--- src/rtl/mips_perf_pkg.sv ---
// mips_perf_pkg: monitor state enum, MIPS S codes, opcodes, rd_sel indices and opcode class decode
package mips_perf_pkg;
  typedef enum logic [1:0] {
    MON_IDLE    = 2'd0,
    MON_RUN     = 2'd1,
    MON_HALTED  = 2'd2,
    MON_TIMEOUT = 2'd3
  } mon_state_t;
  localparam logic [3:0] S_IF = 4'b0000;
  localparam logic [3:0] S_ID = 4'b0001;
  localparam logic [5:0] OP_RTYPE = 6'h00;
  localparam logic [5:0] OP_LW    = 6'h23;
  localparam logic [5:0] OP_SW    = 6'h2b;
  localparam logic [5:0] OP_BEQ   = 6'h04;
  localparam logic [5:0] OP_J     = 6'h02;
  localparam logic [2:0] SEL_CYC   = 3'd0;
  localparam logic [2:0] SEL_INSTR = 3'd1;
  localparam logic [2:0] SEL_RTYPE = 3'd2;
  localparam logic [2:0] SEL_LW    = 3'd3;
  localparam logic [2:0] SEL_SW    = 3'd4;
  localparam logic [2:0] SEL_BEQ   = 3'd5;
  localparam logic [2:0] SEL_J     = 3'd6;
  localparam logic [2:0] SEL_OTHER = 3'd7;
  localparam int CLS_N = 6;
  function automatic logic [CLS_N-1:0] op_class(input logic [5:0] op);
    logic [4:0] k;
    k = {op == OP_J, op == OP_BEQ, op == OP_SW, op == OP_LW, op == OP_RTYPE};
    return {~|k, k};
  endfunction
endpackage

--- src/rtl/mips_perf_counter.sv ---
// mips_perf_counter: W-bit saturating counter; ports clk, rst, clr_i (sync clear), inc_i, cnt_o
module mips_perf_counter #(
  parameter int W = 32
) (
  input  logic         clk,
  input  logic         rst,
  input  logic         clr_i,
  input  logic         inc_i,
  output logic [W-1:0] cnt_o
);
  logic [W-1:0] cnt_q, cnt_d;
  always_comb cnt_d = clr_i ? '0 : (inc_i && ~&cnt_q) ? cnt_q + 1'b1 : cnt_q;
  always_ff @(posedge clk) cnt_q <= rst ? '0 : cnt_d;
  assign cnt_o = cnt_q;
endmodule

--- src/rtl/mips_perf_monitor.sv ---
// mips_perf_monitor: cycle/instruction/class counters, halt detect and watchdog for the multicycle MIPS; in clk rst en clr S inst addr rd_sel, out rd_data halted timeout halt_pc mon_state; class counters built under MIPS_PERF_CLASS_EN
module mips_perf_monitor
  import mips_perf_pkg::*;
#(
  parameter int          MAX_CYCLES = 500,
  parameter logic [31:0] HALT_INST  = 32'h08000024,
  parameter int          CNT_W      = 32
) (
  input  logic             clk,
  input  logic             rst,
  input  logic             en,
  input  logic             clr,
  input  logic [3:0]       S,
  input  logic [31:0]      inst,
  input  logic [31:0]      addr,
  input  logic [2:0]       rd_sel,
  output logic [CNT_W-1:0] rd_data,
  output logic             halted,
  output logic             timeout,
  output logic [31:0]      halt_pc,
  output logic [1:0]       mon_state
);
  mon_state_t state_q, state_d;
  logic [3:0] prev_s_q;
  logic [31:0] halt_pc_q;
  logic [CNT_W-1:0] rd_data_q, rd_data_d, cyc_cnt, instr_cnt;
  logic run, halt_det, wd_exp, if_entry;
  assign run      = state_q == MON_RUN && en;
  assign halt_det = run && S == S_ID && inst == HALT_INST;
  assign wd_exp   = run && cyc_cnt == CNT_W'(MAX_CYCLES - 1);
  assign if_entry = run && S == S_IF && prev_s_q != S_IF;
  mips_perf_counter #(.W(CNT_W)) u_cyc (
    .clk(clk), .rst(rst), .clr_i(clr), .inc_i(run), .cnt_o(cyc_cnt)
  );
  mips_perf_counter #(.W(CNT_W)) u_instr (
    .clk(clk), .rst(rst), .clr_i(clr), .inc_i(if_entry), .cnt_o(instr_cnt)
  );
`ifdef MIPS_PERF_CLASS_EN
  logic [CNT_W-1:0] cls_cnt [CLS_N];
  logic [CLS_N-1:0] cls_hit;
  assign cls_hit = (run && S == S_ID) ? op_class(inst[31:26]) : '0;
  for (genvar i = 0; i < CLS_N; i++) begin : g_cls
    mips_perf_counter #(.W(CNT_W)) u_cls (
      .clk(clk), .rst(rst), .clr_i(clr), .inc_i(cls_hit[i]), .cnt_o(cls_cnt[i])
    );
  end
  always_comb rd_data_d = rd_sel == SEL_CYC ? cyc_cnt : rd_sel == SEL_INSTR ? instr_cnt : cls_cnt[rd_sel - SEL_RTYPE];
`else
  always_comb rd_data_d = rd_sel == SEL_CYC ? cyc_cnt : rd_sel == SEL_INSTR ? instr_cnt : '0;
`endif
  // halt outranks watchdog expiry; both only fire in RUN
  always_comb state_d = state_q == MON_IDLE ? (en ? MON_RUN : MON_IDLE) : halt_det ? MON_HALTED : wd_exp ? MON_TIMEOUT : state_q;
  always_ff @(posedge clk) begin
    if (rst || clr) begin
      state_q   <= MON_IDLE;
      prev_s_q  <= 4'hF;
      halt_pc_q <= '0;
      rd_data_q <= '0;
    end else begin
      state_q   <= state_d;
      prev_s_q  <= run ? S : prev_s_q;
      halt_pc_q <= halt_det ? addr : halt_pc_q;
      rd_data_q <= rd_data_d;
    end
  end
  assign rd_data   = rd_data_q;
  assign halted    = state_q == MON_HALTED;
  assign timeout   = state_q == MON_TIMEOUT;
  assign halt_pc   = halt_pc_q;
  assign mon_state = state_q;
endmodule

--- config.mk ---
export PLATFORM = sky130hd
export DESIGN_NAME = mips_perf_monitor
export DESIGN_NICKNAME = d
export VERILOG_FILES = /design/src/rtl/mips_perf_pkg.sv /design/src/rtl/mips_perf_counter.sv /design/src/rtl/mips_perf_monitor.sv
export SDC_FILE = /design/constraint.sdc
export NUM_CORES = 1
export LEC_CHECK = 0
export CORE_MARGIN = 3
export CORE_UTILIZATION = 45
export CTS_BUF_LIST = sky130_fd_sc_hd__clkbuf_8
export CTS_CLUSTER_DIAMETER = 80
export CTS_CLUSTER_SIZE = 10
export DETAILED_ROUTE_END_ITERATION = 10
export DONT_BUFFER_PORTS = 1
export GPL_ROUTABILITY_DRIVEN = 1
export PLACE_DENSITY = 0.67
export SETUP_SLACK_MARGIN = 0.4
export SYNTH_ARGS = -nofsm -noshare
export SYNTH_HDL_FRONTEND = slang
export SYNTH_SLANG_ARGS = --single-unit
--- constraint.sdc ---
create_clock -name clk -period 2.8 [get_ports clk]
set_input_delay 0.28 -clock clk [delete_from_list [all_inputs] [get_ports clk]]
set_output_delay 0.28 -clock clk [all_outputs]
set_load 0.05 [all_outputs]
==> impl_metrics.csv, run 1 <==
group,metric,value,unit
die,initial_core_util,0.463,
global_routing,grt_pass1_vias,5144,
critical_path,ff2ff_setup_slack,480,ps
cts,clk_pin_slew,80,ps
layout,fin_nets,773,
pwr,p_comb_frac,0.034,
logic_synthesis,syn_area,0.00589,sq mm
cts,clockBufferDepth,2,
routing,drtPass1Iterations,7,
pwr,p_leak,2.10,nW
routing,via_count,5342,
critical_path,crit_arrival,2690,ps
layout,drive_above_1_share,0.111,
worst_hold_path,hold_class,"input pin to register",
critical_path,crit_chain,"nand4_2 > or2_2 > or4_4 > or4_1 > a21oi_1",
critical_path,crit_path_end,"u_cyc.cnt_o[31]",
global_routing,antenna_found_initial,0,
logic_synthesis,syn_avg_cell_area,8.95,sq um
critical_path,cpMaxStageDelayCell,"or4_4",
layout,regArea,0.00268,sq mm
sta,fmax,0.432,GHz
logic_synthesis,syn-num-nets,735,
logic_synthesis,synth_area_leaders,"dfxtp_1 46%, mux2i_1 6.5%, nor2_1 4.9%",
placement,dp_cells,808,
sta,rsz0062_at_grt,"no",
pwr,netSwitchingFraction,0.259,
die,dieArea,0.0145,sq mm
critical_path,cp-start-kind,"register",
sta,slew_viol_final,0,
layout,fill_cells,1175,
placement,placed_area,0.00606,sq mm
critical_path,path_class,"register to register",
outcome,status,"finished clean",
cts,htreeDepth,4,
cts,cts.sinks,134,
pwr,clockPowerShare,0.430,
global_routing,grt_overflow,0,
routing,drt-initial-drc-count,415,
routing,viasPerCell,6.06,
global_routing,grt_pass1_wl,25.4,mm
logic_synthesis,synth_top_cell_by_area,"dfxtp_1",
cts,root_buffer,"clkbuf_8",
layout,multi_input_area,0.00302,sq mm
logic_synthesis,yosys.area.top_type_share,0.455,
sta,fin_worst_hold_slack,40.5,ps
sta,worst_clock_skew,11.8,ps
cts,clk_latency,450,ps
routing,wl_per_cell,18.0,um
critical_path,cp-end-kind,"register",
logic_synthesis,syn_inst,658,
die,core,0.0127,sq mm
run,drv_cap,0,
pwr,netSwitchingPower,0.000921,W
sta,fin_crit_sh,0.827,
cts,cts_tree,"done",
routing,drc,0,
global_routing,grt_util_all_layers,0.218,
critical_path,cp_max_fo,14,
sta,period_needed,2320,ps
logic_synthesis,ys_ff_latch,134,
layout,post-route-util,0.540,
layout,mostFrequentLayoutCells,"133 x dfxtp_1, 75 x nor2_1, 45 x a21oi_1",
logic_synthesis,yosys_warnings,0,
global_routing,grt_max_degree,95,
routing,ant_nets,0,
pwr,pwr-share-seq,0.536,
routing,routed_wl,15.8,mm
critical_path,reg2reg_depth,5,
pwr,p_per_area,518,mW/mm^2
critical_path,cp.required,3180,ps
placement,portBuffers,0,
sta,setup_viol,0,
logic_synthesis,yosys.cell_types.count,53,
layout,final_common_cell,"dfxtp_1",
die,num_rows,41,
critical_path,worstReg2RegStart,"u_cyc.cnt_o[4]",
die,die_h,120,um
layout,area.growth.synth_to_final,16.6,%
layout,diodes,0,
critical_path,critPathMaxStageDelay,510,ps
critical_path,reg2reg_to,"u_cyc.cnt_o[31]",
sta,worstMarginPinSlew,1050,ps
critical_path,startpoint,"u_cyc.cnt_o[4]",
pwr,ir_drop,0.372,mV
layout,final_area,0.00687,sq mm
sta,hold_viol,0,
layout,fin_cells,881,
sta,fin_tns_setup,0,ps
sta,worst_slew_margin_rel,0.300,
logic_synthesis,synth_seq_area_share,0.455,
cts,cts_buffers,17,
placement,gp_congestion,0.869,
placement,hpwl,10.8,mm
pwr,p_int,0.00264,W
die,ios,143,
die,die_x,120,um
[repair_timing]
item                       in CTS  in global routing
buffers inserted                0                  2
hold endpoints to repair       43                  0
setup endpoints to repair       0                 21
hold buffers                   39                  0
resized for setup               0                  5
[area by class of cell]
class	count	area share
timing repair buffer	58	0.0794
sequential	134	0.391
multi-input combinational	480	0.440
clock inverter	14	0.0191
inverter	5	0.00273
tap	172	0.0313
clock buffer	18	0.0361
[registers in the layout, indices dropped and copies added (netlist names)]
name and flops:
u_cyc.cnt_o 32, mon_state 2, rd_data 32, u_instr.cnt_o 32, prev_s_q 4, halt_pc 32
[synth_stat cells (all sizes together)]
cell type	count
xor2	5
o21ai	29
and2	5
inv	5
dlygate4sd3	1
nand4	26
or3	33
a22oi	32
nor4	18
nand3	29
o31a	2
a31oi	2
o21a	2
nor3b	2
nor3	10
and4	11
nor4b	4
and3b	1
mux2i	38
ha	2
nand2	41
o41ai	1
a31o	1
nor2	77
o311ai	1
a21oi	45
o211ai	8
clkbuf	29
o2111ai	2
nand3b	2
buf	9
or2	3
and3	6
or4	22
o31ai	18
dfxtp	134
nor4bb	2
[logic make-up (layout without fill, tap and decap cells)]
logic type               Yosys count  in the layout  share of synthesized area
buffers and inverters             44             95                     0.0372
AO/OA/AOI/OAI                    143            143                      0.153
XOR/XNOR                           5              5                    0.00744
adder cells (fa/ha/maj)            2              2                    0.00425
multiplexers                      38             38                     0.0646
AND/OR/NAND/NOR                  292            292                      0.278
flip-flops                       134            134                      0.455
[how the worst min path moves through the flow]
stage	startpoint	end	slack [ps]	cells after the start
4_1_cts	en	mon_state[0]	10	2
3_5_place_dp	S[1]	prev_s_q[1]	410	2
3_3_place_gp	S[3]	prev_s_q[3]	410	2
6_report	en	mon_state[0]	40	2
2_1_floorplan	S[0]	prev_s_q[0]	400	2
5_1_grt	en	mon_state[0]	60	2
[critical path, delay by kind of cell (launching register included)]
family / cells / cell delay [ps]
simple gates: 4 / 1630
flops: 1 / 460
compound gates: 1 / 150
[per-stage QoR]
stage          power [W]  setup slack [ps]
2_1_floorplan    0.00201               431
3_3_place_gp     0.00202               487
3_5_place_dp     0.00203               463
4_1_cts          0.00359               425
5_1_grt          0.00368               399
6_report         0.00356               484
[power groups by stage]
stage | clock (W) | sequential (W) | combinational, W
floorplan | 0 | 0.00195 | 0.0000563
global placement | 0 | 0.00195 | 0.0000717
detailed placement | 0 | 0.00195 | 0.0000734
CTS | 0.00156 | 0.00191 | 0.000120
global route | 0.00164 | 0.00191 | 0.000132
finish | 0.00153 | 0.00191 | 0.000122
[layer usage]
| layer | track usage | up-vias | share of wire |
|---|---|---|---|
| li1 | - | 2561 | - |
| met1 | 0.268 | 2532 | 0.42 |
| met2 | 0.374 | 218 | 0.50 |
| met3 | 0.0575 | 31 | 0.063 |
| met4 | 0.0687 | 0 | 0.017 |
| met5 | 0 | - | 0 |
No activity file was read; power rests on OpenSTA's default activity.
==> run 2: changes to the inputs <==
==> constraint.sdc (replaced) <==
create_clock -name clk -period 2.2 [get_ports clk]
set_input_delay 0.22 -clock clk [delete_from_list [all_inputs] [get_ports clk]]
set_output_delay 0.22 -clock clk [all_outputs]
set_load 0.05 [all_outputs]
==> run 2 against run 1 <==
  * Sequential cell count did not move
  * Maximum frequency rose by 18%
  * Core utilization rose by 11 points
  * Count of clock-buffer cells in the layout rose by 3
  * Critical path depth rose by 2
  * Routed wire length rose by 23%
  * Sequential share of layout area fell by 5.6 points
  * Register-to-register slack got worse by 250 ps
  * Clock power rose by 42%
  * Global-route usage rose by 3.5 points
  * Critical path type unchanged
  * Critical endpoint is now u_instr.cnt_o[27]
  * Largest cell class unchanged
  * Highest routed layer unchanged
==> impl_metrics.csv, run 2 (synthesis gave the netlist of run 1 again) <==
group,metric,value,unit
die,core,0.0127,sq mm
routing,routed_wl,19.5,mm
cts,clk_latency,450,ps
cts,clk_pin_slew,70,ps
layout,drive_above_1_share,0.316,
die,die_x,120,um
routing,ant_nets,0,
critical_path,worstReg2RegStart,"mon_state[1]",
cts,htreeDepth,4,
die,ios,143,
die,num_rows,41,
outcome,status,"finished clean",
layout,fin_nets,854,
pwr,p_leak,2.73,nW
pwr,ir_drop,0.368,mV
sta,fin_crit_sh,0.892,
pwr,p_per_area,576,mW/mm^2
global_routing,grt_pass1_vias,5774,
global_routing,grt_overflow,0,
routing,via_count,5934,
worst_hold_path,hold_class,"input pin to register",
layout,diodes,0,
critical_path,cp-end-kind,"register",
critical_path,cp-start-kind,"register",
sta,fmax,0.510,GHz
critical_path,crit_arrival,2330,ps
cts,clockBufferDepth,2,
routing,wl_per_cell,20.3,um
routing,drc,0,
sta,worstMarginPinSlew,781,ps
placement,gp_congestion,0.847,
sta,fin_tns_setup,0,ps
sta,hold_viol,0,
sta,worst_clock_skew,15.9,ps
die,die_h,120,um
routing,drt-initial-drc-count,566,
layout,mostFrequentLayoutCells,"99 x dfxtp_1, 73 x nor2_1, 73 x buf_4",
pwr,finalPower,0.00476,W
layout,final_common_cell,"dfxtp_1",
placement,dp_cells,837,
cts,cts.sinks,134,
critical_path,startpoint,"mon_state[1]",
critical_path,path_class,"register to register",
sta,rsz0062_at_grt,"yes",
critical_path,ff2ff_setup_slack,240,ps
sta,setup_viol,0,
layout,fill_cells,979,
cts,root_buffer,"clkbuf_8",
sta,period_needed,1960,ps
cts,cts_buffers,17,
worst_hold_path,min_from,"rd_sel[2]",
placement,portBuffers,0,
routing,drtPass1Iterations,5,
layout,fin_cells,961,
run,drv_cap,0,
critical_path,cp.required,2560,ps
sta,worst_slew_margin_rel,0.477,
sta,slew_viol_final,0,
global_routing,antenna_found_initial,0,
die,dieArea,0.0145,sq mm
cts,cts_tree,"done",
routing,viasPerCell,6.17,
global_routing,grt_util_all_layers,0.254,
critical_path,cp_max_fo,5,
placement,hpwl,11.5,mm
global_routing,grt_pass1_wl,29.1,mm
die,initial_core_util,0.463,
global_routing,grt_max_degree,58,
layout,area.growth.synth_to_final,40.2,%
==> run 2: path summary, 6_finish.rpt <==
path,to,cells past startpoint
min reg2reg,prev_s_q[0],2
max reg2reg,u_instr.cnt_o[27],7
max,u_instr.cnt_o[27],7
min,rd_data[21],3
==> run 2: worst max-delay path, stage by stage (launching register included) <==
cell      delay [ps]
dfxtp_4          340
nand3b_1         210
nor4b_4          330
buf_6            180
nand4_1          150
buf_4            190
or3_4            330
a21oi_2          150
==> run 2: layout make-up <==
| cell class | count | area, sq um | area share |
|---|---|---|---|
| Inverter | 5 | 18.8 | 0.00227 |
| Sequential cell | 134 | 2770 | 0.335 |
| Clock buffer | 21 | 289 | 0.0350 |
| Clock inverter | 10 | 129 | 0.0156 |
| Tap cell | 172 | 215 | 0.0261 |
| Timing Repair Buffer | 138 | 1330 | 0.161 |
| Multi-Input combinational cell | 481 | 3510 | 0.425 |
==> run 2: power breakdown <==
| group | switching [W] | internal [W] | total [W] |
|---|---|---|---|
| combinational | 0.000100 | 0.0000775 | 0.000178 |
| sequential | 0.00000181 | 0.00241 | 0.00241 |
| clock | 0.000945 | 0.00122 | 0.00217 |
==> run 2: metal layers <==
layer,share of wire,up-vias,track usage
met5,0,-,0
met4,0.037,0,0.114
met3,0.074,69,0.0688
met2,0.50,307,0.422
met1,0.39,2840,0.307
li1,-,2718,-
==> run 2: stage by stage <==
stage	setup WS [ps]	hold slack [ps]	util	cell area [sq um]
after floorplan	126	344	-	5980
after global placement	184	347	0.499	6350
after detailed placement	128	356	0.499	6350
after CTS	257	163	0.615	7820
after global routing	165	185	0.649	8260
final	237	192	0.649	8260
==> run 2: timing repair <==
item                       CTS  global route
hold buffers                40             0
setup buffers               34            11
hold endpoints to repair    46             0
cloned                       7             1
resized for setup           75            82
pin swaps                   37            28
setup endpoints to repair   88            95
==> variant: new RTL, settings of run 1 <==
Put a register stage on the outputs `halted` and `timeout`, without a reset. The values now appear one clock later. The other outputs are not delayed to match. Comments in the files are not updated.
--- a/src/rtl/mips_perf_monitor.sv
+++ b/src/rtl/mips_perf_monitor.sv
@@ -66,4 +66,6 @@
   assign rd_data   = rd_data_q;
-  assign halted    = state_q == MON_HALTED;
-  assign timeout   = state_q == MON_TIMEOUT;
+  always_ff @(posedge clk) begin
+    halted  <= state_q == MON_HALTED;
+    timeout <= state_q == MON_TIMEOUT;
+  end
   assign halt_pc   = halt_pc_q;
Behaviour: not the same (Yosys sat finds a counterexample within 4 cycles, from zero or initial values).
==> variant against run 1 <==
Power up 5.8%; cell area up 0.97%; area after synthesis up 0.68%; count of clock-buffer cells in the layout unchanged; die area up 0.65%; cell count up 0.11%; routed wire length up 3.7%; via count up 0.73%; worst setup slack better by 0.011 ns; sequential cell count up 2; critical path depth unchanged; global-route usage up 0.90 points; critical path type unchanged; largest cell class unchanged.
==> variant: results <==
[outcome]
status = "completed"

[pwr]
p_int_mw = 2.90
p_leak_nw = 2.11
power.share.clock_pct = 45.3
vdd_drop_max_uv = 330

[placed_design]
gp_congestion = 0.922
hpwl_um = 10900
portBuffers = 0
placed_cells = 810
dpl_cell_area_um2 = 6100

[min_path]
hold_end = "u_instr.cnt_o[7]$_SDFFE_PP0P_"
holdCritStartpoint = "clr"

[finish]
nets = 774
final_layout_size_suffix_gt1_share_pct = 10.7
finalNonFillerCells = 882

[detailed_routing]
initialDrtViolationCount = 407
vias = 5381
routedWlPerCell_um = 18.6
first_pass_iters = 5

[synth]
synth.area.top_cells = "dfxtp_1 46%, mux2i_1 6.4%, nor2_1 4.9%"
synth_nets = 737
yosysSeqAreaShare_pct = 45.9
synth_compound_area_share_pct = 15.2
syn_avg_cell_area_um2 = 8.98
synth-adder-area-share_pct = 0.422
ys_top_cells_by_count = "136 x dfxtp_1, 77 x nor2_1, 45 x a21oi_1, 41 x nand2_1, 38 x mux2i_1"
synth-xor-area-share_pct = 0.739
synthMuxAreaShare_pct = 6.41

[timing]
max_slew_margin_pct = 61.3
fin_worst_skew_ns = 0.0124
hold_ws_ns = 0.0243

[grt]
grt_max_degree = 51
grtUsageMet1_pct = 27.8
grt_pass1_vias = 5129
gr-usage-met3_pct = 6.22
grt_pass1_wl_um = 26300
use_met2_pct = 37.8
grtUsageTotal_pct = 22.7

[cts]
cts_inserted_buffers = 17

[worst_setup_path]
cp-startpoint = "u_cyc.cnt_o[4]$_SDFFE_PP0P_"
-- variant: through the flow --
stage	power (mW)	setup WS, ns	util, %
3_3_place_gp	2.06	0.498	47.8
6_report	3.77	0.496	54.3
4_1_cts	3.79	0.431	54.1
3_5_place_dp	2.06	0.448	47.8
2_1_floorplan	2.04	0.431	-
5_1_grt	3.89	0.369	54.3
-- variant: cell type report --
cell class	count	area (um^2)
clock buffer	18	248
fill	1137	5840
multi-input combinational	480	3020
sequential	136	2720
inverter	5	18.8
tap	172	215
clock inverter	14	174
timing repair buffer	57	538
-- variant: layer usage --
| metal | wire (um) | share of wire, % |
|---|---|---|
| met2 | 8200 | 50 |
| met1 | 6720 | 41 |
| met4 | 388 | 2.4 |
| met3 | 1110 | 6.7 |
| met5 | 0 | 0 |
-- variant: what timing repair did --
item                                   CTS  global route
resized for setup                        0             3
hold buffers                            39             0
setup buffers                            0             1
setup endpoints to repair                0            25
endpoints found under the hold margin   42             0
